**src/rtl/fetch_decode_queue_pkg.sv**
```systemverilog
// Shared fetch/decode constants: nop bubble, fetch exception codes and payload sizing.
package fetch_decode_queue_pkg;

  localparam logic [31:0] NOP_INSTR = 32'h0000_0000;
  localparam int          EXC_NONE  = 0;
  localparam int          EXC_ADEL  = 4;

  localparam int DEF_WIDTH    = 32;
  localparam int DEF_EXC_W    = 5;
  localparam int FD_PAYLOAD_W = 3 * DEF_WIDTH + DEF_EXC_W;

  // Payload width for non-default field widths: {IR, PC, PC4, ExcCode}.
  function automatic int fd_payload_w(input int width, input int exc_w);
    return 3 * width + exc_w;
  endfunction

endpackage

```
**src/rtl/fetch_decode_queue_ctrl.sv**
```systemverilog
// Pointer/occupancy control for the fetch/decode queue: reset > flush > push/pop.
module fd_queue_ctrl
  import fetch_decode_queue_pkg::*;
#(
  parameter int DEPTH = 4,
  parameter int PTR_W = $clog2(DEPTH)
) (
  input  logic             CLK,
  input  logic             RESET,
  input  logic             i_flush,
  input  logic             i_valid_f,
  input  logic             i_ready_d,
  output logic             o_wr_en,
  output logic [PTR_W-1:0] o_wr_ptr,
  output logic [PTR_W-1:0] o_rd_ptr,
  output logic             o_full,
  output logic             o_empty,
  output logic [PTR_W:0]   o_count
);

  logic [PTR_W-1:0] r_wr_ptr;
  logic [PTR_W-1:0] r_rd_ptr;
  logic [PTR_W:0]   r_count;
  logic             w_push;
  logic             w_pop;

  assign o_full  = (r_count == (PTR_W+1)'(DEPTH));
  assign o_empty = (r_count == '0);
  assign w_push  = i_valid_f & ~o_full;
  assign w_pop   = i_ready_d & ~o_empty;

  // A flushed cycle must not write the payload array either.
  assign o_wr_en  = w_push & ~i_flush;
  assign o_wr_ptr = r_wr_ptr;
  assign o_rd_ptr = r_rd_ptr;
  assign o_count  = r_count;

  always_ff @(posedge CLK) begin
    if (RESET || i_flush) begin
      r_wr_ptr <= '0;
      r_rd_ptr <= '0;
      r_count  <= '0;
    end else begin
      if (w_push) r_wr_ptr <= r_wr_ptr + 1'b1;
      if (w_pop)  r_rd_ptr <= r_rd_ptr + 1'b1;
      if (w_push && !w_pop)      r_count <= r_count + 1'b1;
      else if (w_pop && !w_push) r_count <= r_count - 1'b1;
    end
  end

  a_count_bound: assert property (@(posedge CLK) disable iff (RESET)
    r_count <= (PTR_W+1)'(DEPTH));
  // Pointers wrap modulo DEPTH, so a full queue also shows a zero difference.
  a_count_ptrs: assert property (@(posedge CLK) disable iff (RESET)
    PTR_W'(r_wr_ptr - r_rd_ptr) == r_count[PTR_W-1:0]);
  a_no_full_push: assert property (@(posedge CLK) disable iff (RESET)
    !(w_push && o_full));

endmodule

```
**src/rtl/fetch_decode_queue.sv**
```systemverilog
// DEPTH-entry show-ahead instruction queue between fetch and decode.
// Handshake: a push happens when Valid_F & Ready_F, a pop when Ready_D & Valid_D.
module fetch_decode_queue
  import fetch_decode_queue_pkg::*;
#(
  parameter int DEPTH = 4,
  parameter int WIDTH = 32,
  parameter int EXC_W = 5,
  localparam int PTR_W = $clog2(DEPTH)
) (
  input  logic             CLK,
  input  logic             RESET,
  input  logic             Flush,
  input  logic             Valid_F,
  output logic             Ready_F,
  input  logic [WIDTH-1:0] IR_F,
  input  logic [WIDTH-1:0] PC_F,
  input  logic [WIDTH-1:0] PC4_F,
  input  logic [EXC_W-1:0] Exc_F,
  input  logic             Ready_D,
  output logic             Valid_D,
  output logic [WIDTH-1:0] IR_D,
  output logic [WIDTH-1:0] PC_D,
  output logic [WIDTH-1:0] PC4_D,
  output logic [EXC_W-1:0] Exc_D,
  output logic [PTR_W:0]   Count
);

  localparam int PW = fd_payload_w(WIDTH, EXC_W);

  logic [PW-1:0]    r_mem [DEPTH];
  logic             w_wr_en;
  logic [PTR_W-1:0] w_wr_ptr;
  logic [PTR_W-1:0] w_rd_ptr;
  logic             w_full;
  logic             w_empty;
  logic [PW-1:0]    w_head;

  fd_queue_ctrl #(.DEPTH(DEPTH), .PTR_W(PTR_W)) u_ctrl (
    .CLK       (CLK),
    .RESET     (RESET),
    .i_flush   (Flush),
    .i_valid_f (Valid_F),
    .i_ready_d (Ready_D),
    .o_wr_en   (w_wr_en),
    .o_wr_ptr  (w_wr_ptr),
    .o_rd_ptr  (w_rd_ptr),
    .o_full    (w_full),
    .o_empty   (w_empty),
    .o_count   (Count)
  );

  always_ff @(posedge CLK) begin
    if (RESET) begin
      for (int i = 0; i < DEPTH; i++) r_mem[i] <= '0;
    end else if (w_wr_en) begin
      r_mem[w_wr_ptr] <= {IR_F, PC_F, PC4_F, Exc_F};
    end
  end

  assign Ready_F = ~w_full;
  assign Valid_D = ~w_empty;
  assign w_head  = r_mem[w_rd_ptr];

  // An empty queue presents a nop bubble with no exception.
  assign IR_D  = w_empty ? WIDTH'(NOP_INSTR) : w_head[PW-1 -: WIDTH];
  assign PC_D  = w_empty ? '0 : w_head[PW-1-WIDTH -: WIDTH];
  assign PC4_D = w_empty ? '0 : w_head[EXC_W+WIDTH-1 -: WIDTH];
  assign Exc_D = w_empty ? EXC_W'(EXC_NONE) : w_head[EXC_W-1:0];

endmodule

```
**config.mk**
```make
export PLATFORM = sky130hd
export DESIGN_NAME = fetch_decode_queue
export DESIGN_NICKNAME = d
export VERILOG_FILES = /design/src/rtl/fetch_decode_queue_pkg.sv /design/src/rtl/fetch_decode_queue_ctrl.sv /design/src/rtl/fetch_decode_queue.sv
export SDC_FILE = /design/constraint.sdc
export NUM_CORES = 1
export LEC_CHECK = 0
export BUFFER_PORTS_ARGS = -buffer_cell sky130_fd_sc_hd__buf_2
export CORE_ASPECT_RATIO = 1.1
export CORE_UTILIZATION = 55
export DETAILED_ROUTE_END_ITERATION = 8
export PLACE_DENSITY = 0.76
export SYNTH_ARGS = -nofsm -noshare
export SYNTH_HDL_FRONTEND = slang
export SYNTH_SLANG_ARGS = --single-unit
```
**constraint.sdc**
```tcl
create_clock -name CLK -period 7.65 [get_ports CLK]
set_clock_uncertainty 0.05 [all_clocks]
set_input_delay 1.1475 -clock CLK [delete_from_list [all_inputs] [get_ports CLK]]
set_output_delay 1.1475 -clock CLK [all_outputs]
set_load 0.01 [all_outputs]
```
After elaboration in Yosys (flattened, before gate mapping)
Memory sizes are Yosys's and may differ from the RTL's. A register that Yosys moved wholly into a read port is not among the register bits.
Cells that the tools add are included.
{"block": "op_classes", "bitwise_logic": 6, "n_reduce_logical": 8, "addsub": 4, "n_eq_ne": 1, "n_mux": 16}
{"op": "$mux W101", "n": 1}
{"op": "$reduce_or A101 Y1", "n": 1}
{"op": "$mux W32", "n": 3}
{"op": "$mux W1", "n": 6}
{"op": "$mux W2", "n": 3}
{"op": "$mux W3", "n": 2}
{"op": "$mux W5", "n": 1}
{"op": "$add A2 B1 Y2 const B", "n": 2}
{"op": "$add A3 B1 Y3 const B", "n": 1}
{"op": "$and A1 B1 Y1", "n": 3}
{"op": "$eq A3 B3 Y1 const B", "n": 1}
{"op": "$logic_not A3 Y1", "n": 1}
{"op": "$not A1 Y1", "n": 3}
{"op": "$sub A3 B1 Y3 const B", "n": 1}
{"op": "$logic_and A1 B1 Y1", "n": 2}
{"op": "$logic_not A1 Y1", "n": 2}
{"op": "$reduce_bool A2 Y1", "n": 1}
{"op": "$logic_or A1 B1 Y1", "n": 1}
{"block": "word_totals", "out_inout_bits": 106, "regBits": 7, "mem_count": 1, "mem_bits_rw": 404, "word_cells": 39, "inputBits": 106}
{"name": "r_mem", "words": 4, "word_bits": 101, "read_ports": 1, "rd_ports_with_merged_regs": 1, "wr": 4, "line": "fetch_decode_queue.sv:31", "text": "logic [PW-1:0] r_mem [DEPTH];"}

Longest topological paths before layout
{"block": "depth", "ltp_word": 9, "mapped_depth": 8}

Modules after synthesis
Synthesis repeated with hierarchy kept, for this count alone.
{"block": "hier_totals", "hier_cells": 1251, "hier_area_um2": 18202.5}
{"mod": "fetch_decode_queue", "cells_per_inst": 1213, "instances": 1, "seq_area_each_um2": 12131.6, "area_each_um2": 17857.1}
{"mod": "fd_queue_ctrl", "cells_per_inst": 38, "instances": 1, "seq_area_each_um2": 140.1, "area_each_um2": 345.3}

Worst setup path before layout
Ideal clock, no wire load.
{"block": "synth_timing", "kind": "input-to-reg", "startpoint": "in Flush", "endpoint": "mem r_mem[2][0] in the netlist's numbering, enable pin", "required_time_ns": 7.183, "path_buffers": 1, "stages": 4, "t_arrival_ns": 3.341, "path_slack_ns": 3.842, "path_cell_list": "or3b_4 nor4b_4 buf_6 or2_2"}
{"element": "start: declaration", "line": "fetch_decode_queue.sv:13", "text": "input logic Flush,"}
{"element": "end: declaration", "line": "fetch_decode_queue.sv:31"}

==> key figures <==
STA
  • RSZ-0062 raised after global routing: no
  • Final Setup Violations: 0
  • Fin. Hold Viols: 0
  • Final max-slew violation count: 0
  • Minimum clock period: between 4 and 5 ns
  • Tcrit/Tclk final: a little over half
  • Rel. slew slack: 23.8%
  • Worst-margin pin slew: 1.14 ns
  • Setup TNS: 0 ns
  • FMAX: approximately 240 MHz

Route
  • Vias/cell: 5.50
  • Wire length per cell: roughly 21 um
  • 1st-pass router iterations: 4
  • Routed WL: around 38 mm
  • Residual DRC: 0
  • Final ANT Viol Nets: 0
  • Vias: 9909
  • 1st-iter DRT viols: 744

Global routing
  • Congestion Overflow GR: 0
  • Met1 usage: 30.9%
  • GR Util met3: 5.52%
  • Number of global-route vias before repair: 10500
  • Initial antenna violation count: 13
  • Pin count of the biggest net entering global routing: 102
  • Global-route layer with the greatest usage: met2
  • First-pass GRT wire length: 58.9 mm
  • Gr usage total: 23.0%
  • Met2 Use GR: 37.3%

Finish
  • Layout cells sized above 1: 31.4%
  • Area of the multi-input gates: around 5800 um^2
  • Total Nets Final: 1435
  • Final Non-Filler Cells: about 1800
  • Register area: 12300 um^2
  • Fillers: 2458
  • P&R area growth vs syn: 14.1%

Synthesis
  • Yosys reg bits: 413
  • Ys Warns: 0
  • Syn Inst Count: 1138
  • Mapped Area: 18600 um^2
  • Distinct cells, synth: 35
  • Top_reg_cell synth: edfxtp_1
  • Synth top area share: about 65%
  • Register area share after synthesis: between 60% and 70%
  • Top cells by area, synth: edfxtp_1 65%, and2_1 16%, mux4_2 12%
  • Mean area per synthesized cell: 16.3 um^2
  • Post-synthesis net count: about 1200
  • Cell taking the most area after synthesis: edfxtp_1
  • Post-synth EDFFs: between 400 and 500
  • Ys async rst share: 0%

Floorplan
  • I/O pin count: 212
  • Initial Util: 55.8%
  • Die height: 195 um
  • Die ar.: about 35000 um^2
  • Core Area: 33300 um^2
  • Die Span X: approximately 180 um
  • Row cnt: 70

Placed design
  • DP Cell Count: 1715
  • GPL Wtd Cong: 0.745
  • Detailed placement HPWL: about 20 mm
  • # port buffers: 211

CTS
  • Root Driver: clkbuf_16
  • Post-CTS sizing: 0
  • Clock-pin slew of the registers on the worst-case setup and hold paths: 0.06 ns
  • CTS max path bufs: 3
  • H-tree depth: 2
  • Clock Latency Late Sink: roughly 0.54 ns
  • TritonCTS buffer count: 42
  • Post-cts hold buffer count: 0
  • # Post-CTS Setup Buffers: 0
  • Clock sinks: approximately 410
  • TritonCTS clock tree: built

Critical path
  • FF-to-FF setup slack: around 4.7 ns
  • Crit end category: output pin
  • Crit Path Max Fanout: 52
  • Critical Path RT: ~6.5 ns
  • FF-to-FF End: r_mem[3][50]
  • Worst reg2reg path depth: 4
  • CP Data Arrival Time: 2.99 ns
  • Reg2reg start: u_ctrl.o_count[0]
  • Critical path type: reg -> out
  • Worst setup SP type: register

Power
  • Pwr per Cell Area: 239 nW/um^2
  • Worst VDD drop: roughly 0.00018 V
  • Leakage: 0.00813 uW

Hold path
  • Min-Delay Endpoint: u_ctrl.o_rd_ptr[0]
  • Hold crit path type: reg -> reg
  • Worst Hold Launch: u_ctrl.o_rd_ptr[0]
  • Worst Hold Depth: 2

Run
  • Max-cap violation count: 0

Outcome
  • Outcome: completed
kinds of logic (layout without fill, tap and decap cells):
logic type	after synthesis	after routing	share of synthesized area, %
muxes	103	103	12.3
DFF	413	413	66.2
adders and majority gates	2	2	0.175
and+or+nand+nor	529	529	18.2
buffers and inverters	81	304	2.63
xor gates and xnor gates	4	4	0.188
other	0	8	0
AOI/OAI and AO/OA	6	6	0.229
routing by layer:
layer | part of all wire [%] | wire length [um]
met4 | 2.0 | 787
met2 | 49 | 18900
met5 | 0.16 | 60
met1 | 42 | 16100
met3 | 6.5 | 2510
stage by stage:
| stage | instance area, um^2 | hold slack, ns | setup WS [ns] | utilization [%] | total power [uW] |
|---|---|---|---|---|---|
| after global routing | 21200 | 0.532 | 3.34 | 63.7 | 5220 |
| final | 21200 | 0.495 | 3.47 | 63.7 | 5060 |
| after detailed placement | 19900 | 0.475 | 3.61 | 59.6 | 3150 |
| after global placement | 19900 | 0.455 | 3.66 | 59.6 | 3130 |
| after CTS | 21200 | 0.487 | 3.41 | 63.6 | 5100 |
| after floorplan | 18600 | 0.435 | 3.84 | - | 2940 |
cell usage in the layout, fill, tap and decap left out, drive strengths merged:
cell type,synthesis,layout
and2,505,505
edfxtp,404,404
buf,34,223
mux4,101,101
clkbuf,44,62
clkinv,0,14
dfxtp,9,9
diode,0,8
nor2,8,8
xor2,4,4
or2,4,4
inv,3,3
nand2,3,3
or3,3,3
nor4,2,2
mux2i,2,2
bufinv,0,2
nor3b,1,1
nor2b,1,1
o31ai,1,1
or3b,1,1
a31o,1,1
nor4b,1,1
o311ai,1,1
o21ai,1,1
a21oi,1,1
o21bai,1,1
fa,1,1
ha,1,1
synthesized netlist by cell type (all sizes together) (3+ instances only):
library cell  count
and2            505
buf              34
clkbuf           44
dfxtp             9
edfxtp          404
inv               3
mux4            101
nand2             3
nor2              8
or2               4
or3               3
xor2              4
worst max-delay path: stages (launching register included):
cell and delay [ns]:
dfxtp_4 0.88, buf_4 0.77, mux4_2 0.42, and2_1 0.19, buf_2 0.14
worst max-delay path by stage:
stage,from,end,slack (ns),depth (start not counted)
after floorplan,Flush,r_mem[2][0],3.84,4
after global placement,RESET,r_mem[2][28],3.66,5
after detailed placement,RESET,r_mem[2][28],3.61,5
after CTS,register,PC_D[1],3.41,4
after global routing,register,PC4_D[7],3.34,4
final,register,PC4_D[29],3.47,4
power by group:
part           leakage (uW)  switching (uW)  internal (uW)
logic               0.00322             265            193
registers           0.00426            34.2           2600
clock network      0.000652             815           1150
flip-flops by register name, summed over array words and instances, names as in the netlist, named ones only:
name	flops
u_ctrl.o_count	3
u_ctrl.o_rd_ptr	2
r_mem	404
u_ctrl.o_wr_ptr	2
area by class of cell:
| cell class | instances | area share [%] |
|---|---|---|
| Tap cell | 432 | 2.55 |
| Sequential cell | 413 | 58.1 |
| Clock buffer | 62 | 5.66 |
| Clock inverter | 16 | 0.584 |
| Timing Repair Buffer | 223 | 5.47 |
| Antenna cell | 8 | 0.0945 |
| Inverter | 3 | 0.0531 |
| Multi-Input combinational cell | 644 | 27.5 |
(Power assumes the default switching activity.)
